==> src/rtl/branch_predict_tracker.sv <==
// rtl/branch_predict_tracker.sv - in-order branch prediction record FIFO driving 2-bit counter updates
// Records (index, prediction) at fetch; each resolve pops the oldest record into one update pulse.
module branch_predict_tracker #(
  parameter int s_index = 3,
  parameter int depth   = 4
) (
  input  logic                    clk,
  input  logic                    reset,
  input  logic                    fetch_valid,
  input  logic [s_index-1:0]      fetch_index,
  output logic [s_index-1:0]      read_index,
  input  logic [1:0]              counter_in,
  output logic                    predict_taken,
  output logic                    push_ready,
  input  logic                    resolve_valid,
  input  logic                    resolve_taken,
  input  logic                    flush,
  output logic                    increment,
  output logic                    decrement,
  output logic [s_index-1:0]      write_index,
  output logic                    mispredict,
  output logic [$clog2(depth):0]  count
);
  localparam int ptr_w = $clog2(depth);
  localparam int cnt_w = ptr_w + 1;

  // Each entry is {index, pred}; pred sits in bit 0.
  logic [s_index:0]     mem_q [depth];
  logic [s_index:0]     mem_d [depth];
  logic [ptr_w-1:0]     head_q, head_d;
  logic [ptr_w-1:0]     tail_q, tail_d;
  logic [cnt_w-1:0]     count_q, count_d;
  logic                 increment_q, increment_d;
  logic                 decrement_q, decrement_d;
  logic                 mispredict_q, mispredict_d;
  logic [s_index-1:0]   write_index_q, write_index_d;
  logic                 do_push, do_pop, miss;
  logic                 unused_counter_lsb;

  assign read_index         = fetch_index;
  assign predict_taken      = counter_in[1];
  assign unused_counter_lsb = counter_in[0];
  assign push_ready         = (count_q != cnt_w'(depth));

  assign do_pop  = resolve_valid && (count_q != '0);
  assign miss    = do_pop && (mem_q[head_q][0] != resolve_taken);
  // A mispredict or flush squashes the whole window, including this cycle's fetch.
  assign do_push = fetch_valid && push_ready && !flush && !miss;

  always_comb begin
    mem_d         = mem_q;
    head_d        = head_q + ptr_w'(do_pop);
    tail_d        = tail_q + ptr_w'(do_push);
    count_d       = count_q + cnt_w'(do_push) - cnt_w'(do_pop);
    increment_d   = do_pop && resolve_taken;
    decrement_d   = do_pop && !resolve_taken;
    mispredict_d  = miss;
    write_index_d = write_index_q;
    if (do_pop) begin
      write_index_d = mem_q[head_q][s_index:1];
    end
    if (do_push) begin
      mem_d[tail_q] = {fetch_index, counter_in[1]};
    end
    if (flush || miss) begin
      head_d  = tail_q;
      tail_d  = tail_q;
      count_d = '0;
    end
  end

  always_ff @(posedge clk) begin
    mem_q <= mem_d;
    if (reset) begin
      head_q        <= '0;
      tail_q        <= '0;
      count_q       <= '0;
      increment_q   <= 1'b0;
      decrement_q   <= 1'b0;
      mispredict_q  <= 1'b0;
      write_index_q <= '0;
    end else begin
      head_q        <= head_d;
      tail_q        <= tail_d;
      count_q       <= count_d;
      increment_q   <= increment_d;
      decrement_q   <= decrement_d;
      mispredict_q  <= mispredict_d;
      write_index_q <= write_index_d;
    end
  end

  assign increment   = increment_q;
  assign decrement   = decrement_q;
  assign mispredict  = mispredict_q;
  assign write_index = write_index_q;
  assign count       = count_q;

endmodule

==> config.mk <==
export PLATFORM = sky130hd
export DESIGN_NAME = branch_predict_tracker
export DESIGN_NICKNAME = d
export VERILOG_FILES = /design/src/rtl/branch_predict_tracker.sv
export SDC_FILE = /design/constraint.sdc
export NUM_CORES = 1
export LEC_CHECK = 0
export CAP_MARGIN = 20
export CORE_ASPECT_RATIO = 1.5
export CORE_MARGIN = 1.5
export CORE_UTILIZATION = 60
export CTS_BUF_LIST = sky130_fd_sc_hd__clkbuf_8
export CTS_CLUSTER_DIAMETER = 80
export DETAILED_ROUTE_END_ITERATION = 10
export DONT_BUFFER_PORTS = 1
export PLACE_DENSITY = 0.76
export SLEW_MARGIN = 20
export SYNTH_ARGS = -nofsm -noshare
export SYNTH_HDL_FRONTEND = slang
export SYNTH_SLANG_ARGS = --single-unit
export TNS_END_PERCENT = 5
==> constraint.sdc <==
create_clock -name clk -period 3.8 [get_ports clk]
set_clock_uncertainty 0.15 [all_clocks]
set_input_delay 0.38 -clock clk [delete_from_list [all_inputs] [get_ports clk]]
set_output_delay 0.38 -clock clk [all_outputs]
set_load 0.1 [all_outputs]
======== Yosys cells after proc, flatten, opt, wreduce, memory -nomap -nowiden ========
Index checks and enable logic that the tools add are counted.
word-level totals
  register bits ........................... 29
  output and inout port bits .............. 14
  logic and storage cells ................. 43
  input bits .............................. 11
operators by class
  reduce and logical (&&, ||, !) cells .... 14
  magnitude comparators ................... 3
  equal/unequal tests ..................... 2
  bitwise logic cells ..................... 2
  add/sub/neg operators ................... 4
  multiplexer cells ....................... 7
operator list
  cell                                                                  number
  16-bit bitwise mux                                                    1
  4-bit 2-to-1 mux                                                      3
  4-bit binary-select mux with 2-bit select                             1
  4-bit demux with 2-bit select                                         1
  1-bit logical AND                                                     8
  3-bit greater-or-equal comparator, second input constant              2
  2-bit NOT with 3-bit output                                           2
  2-bit by 1-bit adder with 2-bit output                                2
  3-bit by 1-bit adder with 3-bit output                                1
  1-bit logical NOT                                                     3
  3-bit by 1-bit < comparator with 1-bit output, second input constant  1
  3-bit != test, second input constant                                  1
  3-bit nonzero test                                                    1
  3-bit by 1-bit subtractor with 3-bit output                           1
  2-bit 2-to-1 mux                                                      1
  2-bit OR reduction                                                    1
  1-bit logical OR                                                      1
  1-bit != test                                                         1

======== Depth between registers and ports, before layout ========
  depth in word-level cells ............... 10
  mapped depth ............................ 12
  mapped depth without buffers ............ 11

======== Worst setup path before layout ========
OpenSTA, ideal clock, no wires.
  kind .................................... register to register
  start point ............................. reg count_q[2], in the netlist count[2]
  end point ............................... reg count_q[2], in the netlist count[2]
  clock period less this slack ............ 3.759 ns
  required time ........................... 3.558 ns
  cell stages (with the launch flop) ...... 12
  library setup time ...................... 0.092 ns
  path buffers ............................ 0
  arrival ................................. 3.517 ns
  slack ................................... 0.041 ns
  cell sequence ........................... dfxtp_1 -> or3b_2 -> and3_1 -> o31ai_4 -> ha_1 -> inv_1 -> ha_1 -> inv_1 -> fa_1 -> xor2_1 -> xnor2_1 -> nor4_1
on the way
  elaborated cells on any way between the ends .. 12
  those cells by class .................... add/sub (2); eq/ne (1); reduce/logical (9)
RTL lines
  what                                         RTL line  source
  from (decl)                                  32        logic [cnt_w-1:0] count_q, count_d;
  from (signal assigned)                       85        count_q <= count_d;
  3-bit != test                                43        assign push_ready = (count_q != cnt_w'(depth));
  net push_ready                               14        output logic push_ready,
  1-bit logical AND (3 in a row)               48        assign do_push = fetch_valid && push_ready && !flush && !miss;
  3-bit by 1-bit adder with 3-bit output       54        count_d = count_q + cnt_w'(do_push) - cnt_w'(do_pop);
  3-bit by 1-bit subtractor with 3-bit output  54
The timed path passes the listed nets, and every way through them passes these cells.
A chain may end at the register's enable or synchronous reset.

======== Worst setup path in the final report ========
  start point ............................. reg head_q[1]
  end point ............................... reg count_q[2], in the netlist count[2]
on the way
  word-level cells in the longest chain between the ends .. 10
  elaborated cells on any way between the ends .. 12
  those cells by class .................... add/sub (2); eq/ne (1); mux (3); bitwise (1); reduce/logical (5)
ends and longest elaborated chain
  what                                                   RTL line  source
  from (decl)                                            30        logic [ptr_w-1:0] head_q, head_d;
  from (signal assigned)                                 75        head_q <= '0;
  from (signal assigned)                                 83        head_q <= head_d;
  2-bit NOT with 3-bit output (not written as such) (*)  46        assign miss = do_pop && (mem_q[head_q][0] != resolve_taken);
  4-bit binary-select mux with 2-bit select (*)          46
  4-bit 2-to-1 mux (*) (2 in a row)                      -
  1-bit != test (*)                                      46
  1-bit logical AND (*)                                  46
  1-bit logical NOT                                      48
  1-bit logical AND                                      48
  3-bit by 1-bit adder with 3-bit output                 54
  3-bit by 1-bit subtractor with 3-bit output            54
Mark *: on every way between the ends. The rest lies on a longest branch, timed or not. The select of a mux whose other input is x is not followed.

==> reports/summary.txt <==
Post-cts sizing count: 0
Core ar.: 2207 um2
Synthesis warning total: 0
EDFF count, synth: 16
Met2 Use GR: 0.3473
FMAX: 0.3181 GHz
Final Hold Fails: 0
Antenna-violating nets left: 0
P&R area growth vs syn: 6.239%
DP Cell Count: 130
Final RePlAce weighted congestion: 0.7367
Clock Sinks: 29
Gr ovfl total: 0
Largest net degree at the start of global routing: 18
Tcrit/Tclk final: 0.8273
Worst-path fanout max: 9
CTS tree: yes
Port Buf Inserts: 0
Core Util, Final: 0.6661
Cell Rows: 21
Crit path capture type: flop
Syn avg cell area: 12.36 um2
RSZ-0062 raised after global routing: no
Proportion of layout cells with a drive suffix above 1: 0.2000
Vias in the first global route: 828
Hold Buf Count CTS: 0
GR met1 Demand/Resource: 0.1916
Total chip power: 0.6979 mW
First-pass GRT wire length: 3.546 mm
CP Class: flop to flop
Initial DRT Pass Iterations: 4
Hpwl dp: 1.657 mm
Clock slew seen by the registers of the worst setup and hold paths: 0.06 ns
Most frequent cell after synthesis: edfxtp_1
Finish-stage setup viols: 0
Root buffer cell: clkbuf_8
Max Cap Viol: 0
Synth Register Bits: 29
Maximum VDD drop: 0.2645 mV
Post-CTS setup buffer count: 0
Largest cells by area after synthesis: edfxtp_1 35%, dfxtp_1 19%, mux4_2 4.9%
Worst slew pin tran: 0.9655 ns
Minimum clock period: 3.144 ns
Die H: 61.82 um
Flop-to-flop setup slack: 0.66 ns
Worst Hold Class: input port to flop
Iteration-0 DRC Markers: 18
Synth Cell Area: 1384 um2
Main synth FF type: edfxtp_1
CTS max path bufs: 2
Final nets: 130
Synth top area share: 0.3472
DR vias: 851
Die Width: 42.21 um
Sequential-to-total area share from yosys stat: 0.5353
Vias/cell: 6.167
Final instance area: 1470 um2
Synth Net Count: 128
Detailed Route WL: 2.221 mm
GR peak layer: met2
Power Dens Cells: 474.7 nW/um2
Final std cells w/o fill: 138
Synth area leader: edfxtp_1
Post-synthesis cell count: 112
CP required: 3.85 ns
Fin. max-slew vios: 0
Fill count: 169
Num CTS Buffers: 5
Diodes inserted: 0
Outcome: completed
Setup crit start kind: flop
Worst-Skew Late Latency: 0.28 ns
CP arrival: 3.19 ns
Gr usage total: 0.1935
M3 GR Usage: 0.05780
I/O pin count: 25
Leakage: 0.5228 nW
Max H-tree Level: 2
Worst slew margin: 0.3554
Synth cell count leaders: 16 x edfxtp_1, 13 x dfxtp_1, 10 x nand2_1
Initial antenna violation count: 0
Post-synth ARST share: 0
Die area: 2609 um2
Sum Neg Setup Slack: 0 ns
Placed inst area: 1388 um2
Drt drc: 0
Routed WL per cell: 16.09 um
Starting Density: 0.6270
Post-synthesis cell type count: 37
worst paths after layout:
check                 start             end  cells past startpoint
setup / recovery  head_q[1]        count[2]                     11
hold reg to reg    count[1]        count[2]                      2
hold / removal        reset  write_index[1]                      1
setup reg to reg  head_q[1]        count[2]                     11
power breakdown:
part | leakage [nW] | switching, mW | internal [mW]
clock | 0.0491 | 0.110 | 0.124
combinational | 0.223 | 0.0523 | 0.0357
sequential | 0.251 | 0.0312 | 0.345
total | 0.523 | 0.194 | 0.504
placed cells by master (no fill, tap or decap), drive strengths merged, types with 2 or more instances in the layout:
cell type / instances
o31ai: 3
clkbuf: 5
ha: 4
nand2: 10
nor4b: 2
mux2i: 3
dfxtp: 13
inv: 7
nand3: 3
o21ai: 3
mux4: 3
a21oi: 6
buf: 5
nor4: 3
edfxtp: 16
nor3: 4
or3: 3
xnor2: 2
nor2: 3
clkinv: 2
nor3b: 4
nor2b: 2
worst max-delay path, cell delays in order (launching register included):
cell and delay [ns]:
dfxtp_1 0.58, mux2i_1 0.28, mux2_4 0.38, o31ai_4 0.31, ha_1 0.29, inv_1 0.06, ha_1 0.13, inv_1 0.05
fa_1 0.37, xor2_1 0.17, xnor2_1 0.14, nor4_1 0.15
kinds of logic (layout without fill, tap and decap cells):
logic type / count (synthesis) / in the layout / share of synthesized area
xor+xnor: 3 / 3 / 0.01899
fa+ha+maj: 5 / 5 / 0.05063
simple gates: 38 / 38 / 0.1600
mux: 7 / 7 / 0.09945
buf+inv: 16 / 19 / 0.06148
flops: 29 / 29 / 0.5353
compound gates: 14 / 14 / 0.07414
registers in the layout (all words and copies together) (netlist names):
name and count:
mem_q 16, count 3, write_index 3, head_q 2, tail_q 2, decrement 1, increment 1, mispredict 1
stage by stage:
step,worst slack [ns],hold WS [ns]
3_3_place_gp,0.7320,0.3026
2_1_floorplan,0.04065,0.3093
3_5_place_dp,0.6640,0.3049
5_1_grt,0.5250,0.001374
6_report,0.6564,0.009996
4_1_cts,0.6411,0.002509
area by class of cell:
cell class / count / area [um2] / share of cell area
flip-flops and latches: 29 / 740.7 / 0.5038
multi-input cells: 67 / 558.0 / 0.3796
clock buffers: 5 / 68.82 / 0.04681
repair buffers: 5 / 37.54 / 0.02553
well taps: 23 / 28.78 / 0.01957
inverters: 6 / 22.52 / 0.01532
clock inverters: 3 / 13.76 / 0.009362
metal layers:
layer,share of wire,vias to the layer above
met3,0.050,9
met2,0.53,30
met4,0.032,0
met1,0.39,409
li1,-,403
met5,0,-
(Power assumes the default switching activity.)
